### src/rtl/mini_seq_ctrl.sv
// mini_seq_ctrl: tiny instruction sequencer driving an add/sub accumulator.
// Each instruction is fetched into an instruction register and then
// executed in the following cycle. The controller supports single-step
// pausing, halt requests, a loop counter and conditional jumps.
module mini_seq_ctrl #(
  parameter int PC_W = 4
) (
  input  logic              clk,
  input  logic              rst,
  input  logic              start,
  input  logic              halt_req,
  input  logic              step_mode,
  input  logic              step,
  input  logic [PC_W+3:0]   inst,
  input  logic              acc_zero,
  output logic [PC_W-1:0]   pc,
  output logic              acc_en,
  output logic              acc_op,
  output logic              acc_clr,
  output logic [PC_W-1:0]   imm,
  output logic              busy,
  output logic              done
);

  typedef enum logic [2:0] {
    ST_IDLE  = 3'd0,
    ST_FETCH = 3'd1,
    ST_EXEC  = 3'd2,
    ST_PAUSE = 3'd3,
    ST_DONE  = 3'd4
  } state_t;

  localparam logic [3:0] OP_NOP  = 4'h0;
  localparam logic [3:0] OP_ADD  = 4'h1;
  localparam logic [3:0] OP_SUB  = 4'h2;
  localparam logic [3:0] OP_CLR  = 4'h3;
  localparam logic [3:0] OP_JMP  = 4'h4;
  localparam logic [3:0] OP_JZ   = 4'h5;
  localparam logic [3:0] OP_LOOP = 4'h6;
  localparam logic [3:0] OP_LDC  = 4'h7;
  localparam logic [3:0] OP_HALT = 4'hF;

  localparam logic [PC_W-1:0] ONE  = {{(PC_W-1){1'b0}}, 1'b1};
  localparam logic [PC_W-1:0] ZERO = {PC_W{1'b0}};

  state_t            state_q, state_d;
  logic [PC_W-1:0]   pc_q, pc_d;
  logic [PC_W-1:0]   loop_q, loop_d;
  logic [PC_W+3:0]   ir_q, ir_d;

  logic [3:0]        opcode;
  logic [PC_W-1:0]   ir_imm;
  logic [PC_W-1:0]   pc_inc;
  logic [PC_W-1:0]   loop_dec;

  assign opcode   = ir_q[PC_W+3:PC_W];
  assign ir_imm   = ir_q[PC_W-1:0];
  assign pc_inc   = pc_q + ONE;
  assign loop_dec = loop_q - ONE;
  assign pc       = pc_q;

  // State, program counter, loop counter and instruction register flops.
  always_ff @(posedge clk or negedge rst) begin
    if (!rst) begin
      state_q <= ST_IDLE;
      pc_q    <= ZERO;
      loop_q  <= ZERO;
      ir_q    <= {(PC_W+4){1'b0}};
    end else begin
      state_q <= state_d;
      pc_q    <= pc_d;
      loop_q  <= loop_d;
      ir_q    <= ir_d;
    end
  end

  // Next-state selection; the fetched instruction always executes before a halt is honoured.
  always_comb begin
    state_d = state_q;
    case (state_q)
      ST_IDLE: begin
        if (start && !halt_req) state_d = ST_FETCH;
        else                    state_d = ST_IDLE;
      end
      ST_FETCH: state_d = ST_EXEC;
      ST_EXEC: begin
        if (opcode == OP_HALT) state_d = ST_DONE;
        else if (halt_req)     state_d = ST_IDLE;
        else if (step_mode)    state_d = ST_PAUSE;
        else                   state_d = ST_FETCH;
      end
      ST_PAUSE: begin
        if (halt_req)  state_d = ST_IDLE;
        else if (step) state_d = ST_FETCH;
        else           state_d = ST_PAUSE;
      end
      ST_DONE: begin
        if (start) state_d = ST_FETCH;
        else       state_d = ST_DONE;
      end
      default: state_d = ST_IDLE;
    endcase
  end

  // Instruction latch, pc and loop-counter updates; restart from DONE clears pc and counter.
  always_comb begin
    pc_d   = pc_q;
    loop_d = loop_q;
    ir_d   = ir_q;
    case (state_q)
      ST_FETCH: ir_d = inst;
      ST_EXEC: begin
        case (opcode)
          OP_HALT: pc_d = pc_q;
          OP_JMP:  pc_d = ir_imm;
          OP_JZ: begin
            if (acc_zero) pc_d = ir_imm;
            else          pc_d = pc_inc;
          end
          OP_LOOP: begin
            if (loop_q != ZERO) begin
              loop_d = loop_dec;
              if (loop_dec != ZERO) pc_d = ir_imm;
              else                  pc_d = pc_inc;
            end else begin
              pc_d = pc_inc;
            end
          end
          OP_LDC: begin
            loop_d = ir_imm;
            pc_d   = pc_inc;
          end
          default: pc_d = pc_inc;
        endcase
      end
      ST_DONE: begin
        if (start) begin
          pc_d   = ZERO;
          loop_d = ZERO;
        end else begin
          pc_d   = pc_q;
          loop_d = loop_q;
        end
      end
      default: begin
        pc_d   = pc_q;
        loop_d = loop_q;
      end
    endcase
  end

  // Datapath strobes and status, decoded only from registered state and instruction.
  always_comb begin
    acc_en  = 1'b0;
    acc_op  = 1'b0;
    acc_clr = 1'b0;
    imm     = ZERO;
    busy    = 1'b0;
    done    = 1'b0;
    case (state_q)
      ST_FETCH: busy = 1'b1;
      ST_PAUSE: busy = 1'b1;
      ST_EXEC: begin
        busy = 1'b1;
        imm  = ir_imm;
        case (opcode)
          OP_ADD: acc_en = 1'b1;
          OP_SUB: begin
            acc_en = 1'b1;
            acc_op = 1'b1;
          end
          OP_CLR: begin
            acc_en  = 1'b1;
            acc_clr = 1'b1;
          end
          default: acc_en = 1'b0;
        endcase
      end
      ST_DONE: done = 1'b1;
      default: busy = 1'b0;
    endcase
  end

endmodule

### config.mk
export PLATFORM = sky130hd
export DESIGN_NAME = mini_seq_ctrl
export DESIGN_NICKNAME = d
export VERILOG_FILES = /design/src/rtl/mini_seq_ctrl.sv
export SDC_FILE = /design/constraint.sdc
export NUM_CORES = 1
export LEC_CHECK = 0
export CAP_MARGIN = 20
export CORE_ASPECT_RATIO = 1.2
export CORE_MARGIN = 8
export CORE_UTILIZATION = 35
export DETAILED_ROUTE_END_ITERATION = 6
export GPL_TIMING_DRIVEN = 0
export SLEW_MARGIN = 20
export SYNTH_ARGS = -nofsm -noshare
export SYNTH_HDL_FRONTEND = slang
export SYNTH_SLANG_ARGS = --single-unit
### constraint.sdc
create_clock -name clk -period 2.1 [get_ports clk]
set_input_delay 0.63 -clock clk [delete_from_list [all_inputs] [get_ports clk]]
set_output_delay 0.63 -clock clk [all_outputs]
set_load 0.05 [all_outputs]
==> reports/qor.csv <==
stage,metric,value,unit
grt,grt_pass1_vias,1254,
sta,setup_ws,-275,ps
setup_path,critPathCaptureType,primary output,
sta,post-route-min-period,2370,ps
floorplanning,fp.dieH,83.0,um
synthesis,syn-instance-count,158,
grt,grt_pass1_wl,6.04,mm
pwr,switchingPower,1.41,mW
synthesis,yosysMostFrequentCell,nor2_1,
final_layout,register_area,477,sq um
pwr,power_frac_clock,0.094,
sta,fin_worst_skew,2.14,ps
floorplanning,die-area,5960,sq um
min_path,hold_class,flip-flop to flip-flop,
min_path,hold_path_startpoint,loop_q[2]$_DFFE_PN0P_,
setup_path,crit_chain,"nand2b_4, or2_4, or3_4, nor2_4, buf_8",
synthesis,synth_top_area_frac,0.363,
pwr,leakage,0.722,nW
final_layout,diodes,0,
floorplanning,start_util,0.364,
synthesis,synth_seq_cells,19,
synthesis,synth_area_leaders,"dfrtp_1, nor2_1, mux2_2",
synthesis,netlist_area,1310,sq um
setup_path,r2r_slack,190,ps
synthesis,synthAdderAreaFrac,0.0287,
clock_network,cts_made_buffers,3,
placed_design,placed_area,1660,sq um
pwr,total_power,2.78,mW
clock_network,clk_pin_slew,70,ps
placed_design,gp_congestion,0.857,
pwr,combPwrFrac,0.632,
routing,route.detailed.drc,0,
routing,dr.first_iter.drc_count,94,
floorplanning,core_region_area,3600,sq um
routing,wl_per_cell,15.5,um
setup_path,r2r_end,pc[3]$_DFFE_PN0P_,
clock_network,ctsHoldBuffers,0,
floorplanning,ios,28,
outcome,violations,negative setup slack,
grt,grt_overflow,0,
synthesis,synthXorXnorAreaFrac,0.0134,
synthesis,synth_nets,176,
setup_path,cp_max_fo,4,
setup_path,cp-start-kind,flip-flop,
setup_path,rr_worst_depth,8,
sta,fin_setup_tns,-1140,ps
setup_path,worst_path_max_delay_cell,or3_4,
clock_network,root_buffer,clkbuf_8,
grt,grt_max_degree,20,
routing,wl,3.63,mm
synthesis,synth_commonest_cells,"nor2_1, dfrtp_1, nand2_1",
placed_design,hpwlAfterDp,2.73,mm
final_layout,syn_to_final_growth,34.7,%
sta,relSlewSlack,0.413,
pwr,max-vdd-ir-drop,0.000707,V
sta,finalHoldViolCount,0,
placed_design,dpl_worst_slack,-815,ps
floorplanning,die_w,71.9,um
synthesis,synth-main-ff-cell,dfrtp_1,
sta,drv_slew,0,
setup_path,critPathArrivalTime,1740,ps
min_path,hold_path_end,loop_q[2]$_DFFE_PN0P_,
final_layout,nets,214,
sta,rsz0062_at_grt,true,
sta,period_share,1.13,
clock_network,clock_sinks,19,
placed_design,dp.cells,224,
sta,setup_viol,6,
synthesis,synth-compound-area-share,0.205,
pwr,swShare,0.506,
final_layout,multi_input_area,821,sq um
setup_path,path_delay_family,simple AND/OR/NAND/NOR gates,
synthesis,async_flop_share,1.00,
synthesis,synth_cell_types,46,
clock_network,cts_tree,built,
routing,ant_nets,0,
flow_run,drv_cap,0,
floorplanning,num_rows,24,
routing,firstDrtPassIters,4,
outcome,status,finished with violations,
routing,vias,1299,
synthesis,yosys_warnings,0,
final_layout,final_cell_area,1760,sq um
setup_path,worst-path-stages,5,
setup_path,cp_num_buf_inv,1,
setup_path,critPathKind,flip-flop to primary output,
synthesis,synth_largest_area_cell,dfrtp_1,
synthesis,synth_edf_count,0,
final_layout,final_cells,234,
synthesis,synthMuxAreaShare,0.0592,
grt,grt.total_usage,0.124,
synthesis,synthSimpleGateAreaFrac,0.291,
min_path,holdPathStages,2,
clock_network,htreeDepth,1,
pwr,intPower,1.37,mW
setup_path,timing.rr.start,loop_q[1]$_DFFE_PN0P_,
grt,antenna_found_initial,0,
synthesis,seq_area_frac_synth,0.363,
pwr,power_density,1570,nW/um^2
placed_design,portBuffers,27,
synthesis,syn_area_per_cell,8.29,sq um
setup_path,max_stage_delay,420,ps
routing,vias_per_cell,5.55,
final_layout,drive_above_1_share,0.205,
sta,fmax,421,MHz
clock_network,cts_buffer_depth,2,
synthesis,synth_top_family_by_area,simple AND/OR/NAND/NOR gates,
setup_path,cp.required,1470,ps
clock_network,clock_latency,250,ps
pwr,p_seq_frac,0.274,
sta,tightestPinTransition,878,ps
final_layout,nFillCells,352,
==> cells by family after synthesis <==
group           count (synthesis)
compound gates                 41
xor+xnor                        2
mux                             7
fa+ha+maj                       3
buf+inv                        11
simple gates                   75
flops                          19
==> power groups by stage <==
stage	combinational (mW)	clock [mW]	sequential [mW]
floorplan	1.15	0	0.822
global placement	1.67	0	0.760
detailed placement	1.69	0	0.767
CTS	1.73	0.268	0.759
global route	1.93	0.278	0.796
finish	1.76	0.261	0.760
==> area by class of cell <==
type,count,area share
clock buffer,4,0.0255
inverter,5,0.0106
buffer,5,0.0156
multi-input combinational,128,0.465
tap,39,0.0277
timing repair buffer,34,0.185
sequential,19,0.270
==> metrics by stage <==
step           hold WS, ps  utilization
2_1_floorplan          334            -
3_3_place_gp           529        0.461
3_5_place_dp           528        0.461
4_1_cts                545        0.486
5_1_grt                593        0.490
6_report               546        0.490
==> sequential cells by signal, indices dropped and copies added, names as in the netlist <==
register,flops
ir_q,8
loop_q,4
pc,4
state_q,3
==> layout by cell type, fill, tap and decap left out, types with 2 or more instances in the layout <==
| cell | instances |
|---|---|
| nor2_1 | 19 |
| dfrtp_1 | 18 |
| nand2_1 | 16 |
| clkdlybuf4s50_1 | 14 |
| a21oi_1 | 11 |
| o21ai_0 | 10 |
| nand2b_1 | 7 |
| buf_4 | 7 |
| mux2_2 | 6 |
| and2_1 | 5 |
| inv_1 | 5 |
| nand3_1 | 5 |
| clkbuf_1 | 4 |
| o31ai_1 | 4 |
| dlygate4sd2_1 | 4 |
| buf_6 | 3 |
| nor3b_1 | 3 |
| nor2_4 | 3 |
| ha_1 | 3 |
| clkbuf_8 | 3 |
| clkdlybuf4s15_2 | 3 |
| nand4_1 | 2 |
| nor2_2 | 2 |
| or2_4 | 2 |
| o311a_1 | 2 |
| nor3_1 | 2 |
| o221ai_1 | 2 |
| nor2b_1 | 2 |
| clkbuf_2 | 2 |
| o21ai_1 | 2 |
| buf_8 | 2 |
==> layer usage <==
metal,wire [um],track usage
met5,0,0
met2,1860,0.213
met3,185,0.0180
met1,1560,0.153
met4,37,0.0335
==> what timing repair did <==
item,CTS,global route
pin swaps,3,3
gates cloned,0,0
setup endpoints to repair,13,9
hold endpoints to repair,0,0
resized for setup,51,6
buffers inserted,5,2
==> how the worst max path moves through the flow <==
stage,endpoint,from,slack (ps)
detailed placement,acc_clr,state_q[2]$_DFF_PN0_,-820
CTS,acc_en,state_q[2]$_DFF_PN0_,-330
global route,acc_clr,state_q[2]$_DFF_PN0_,-320
finish,acc_clr,state_q[2]$_DFF_PN0_,-270
global placement,acc_clr,state_q[2]$_DFF_PN0_,-820
floorplan,acc_clr,state_q[2]$_DFF_PN0_,-120
==> worst min-delay path: cells and delay by family, from the launching register on <==
family	cells	cell delay, ps
AOI/OAI and AO/OA	2	130
DFF	1	380
Power figures use the tool's default switching activity.
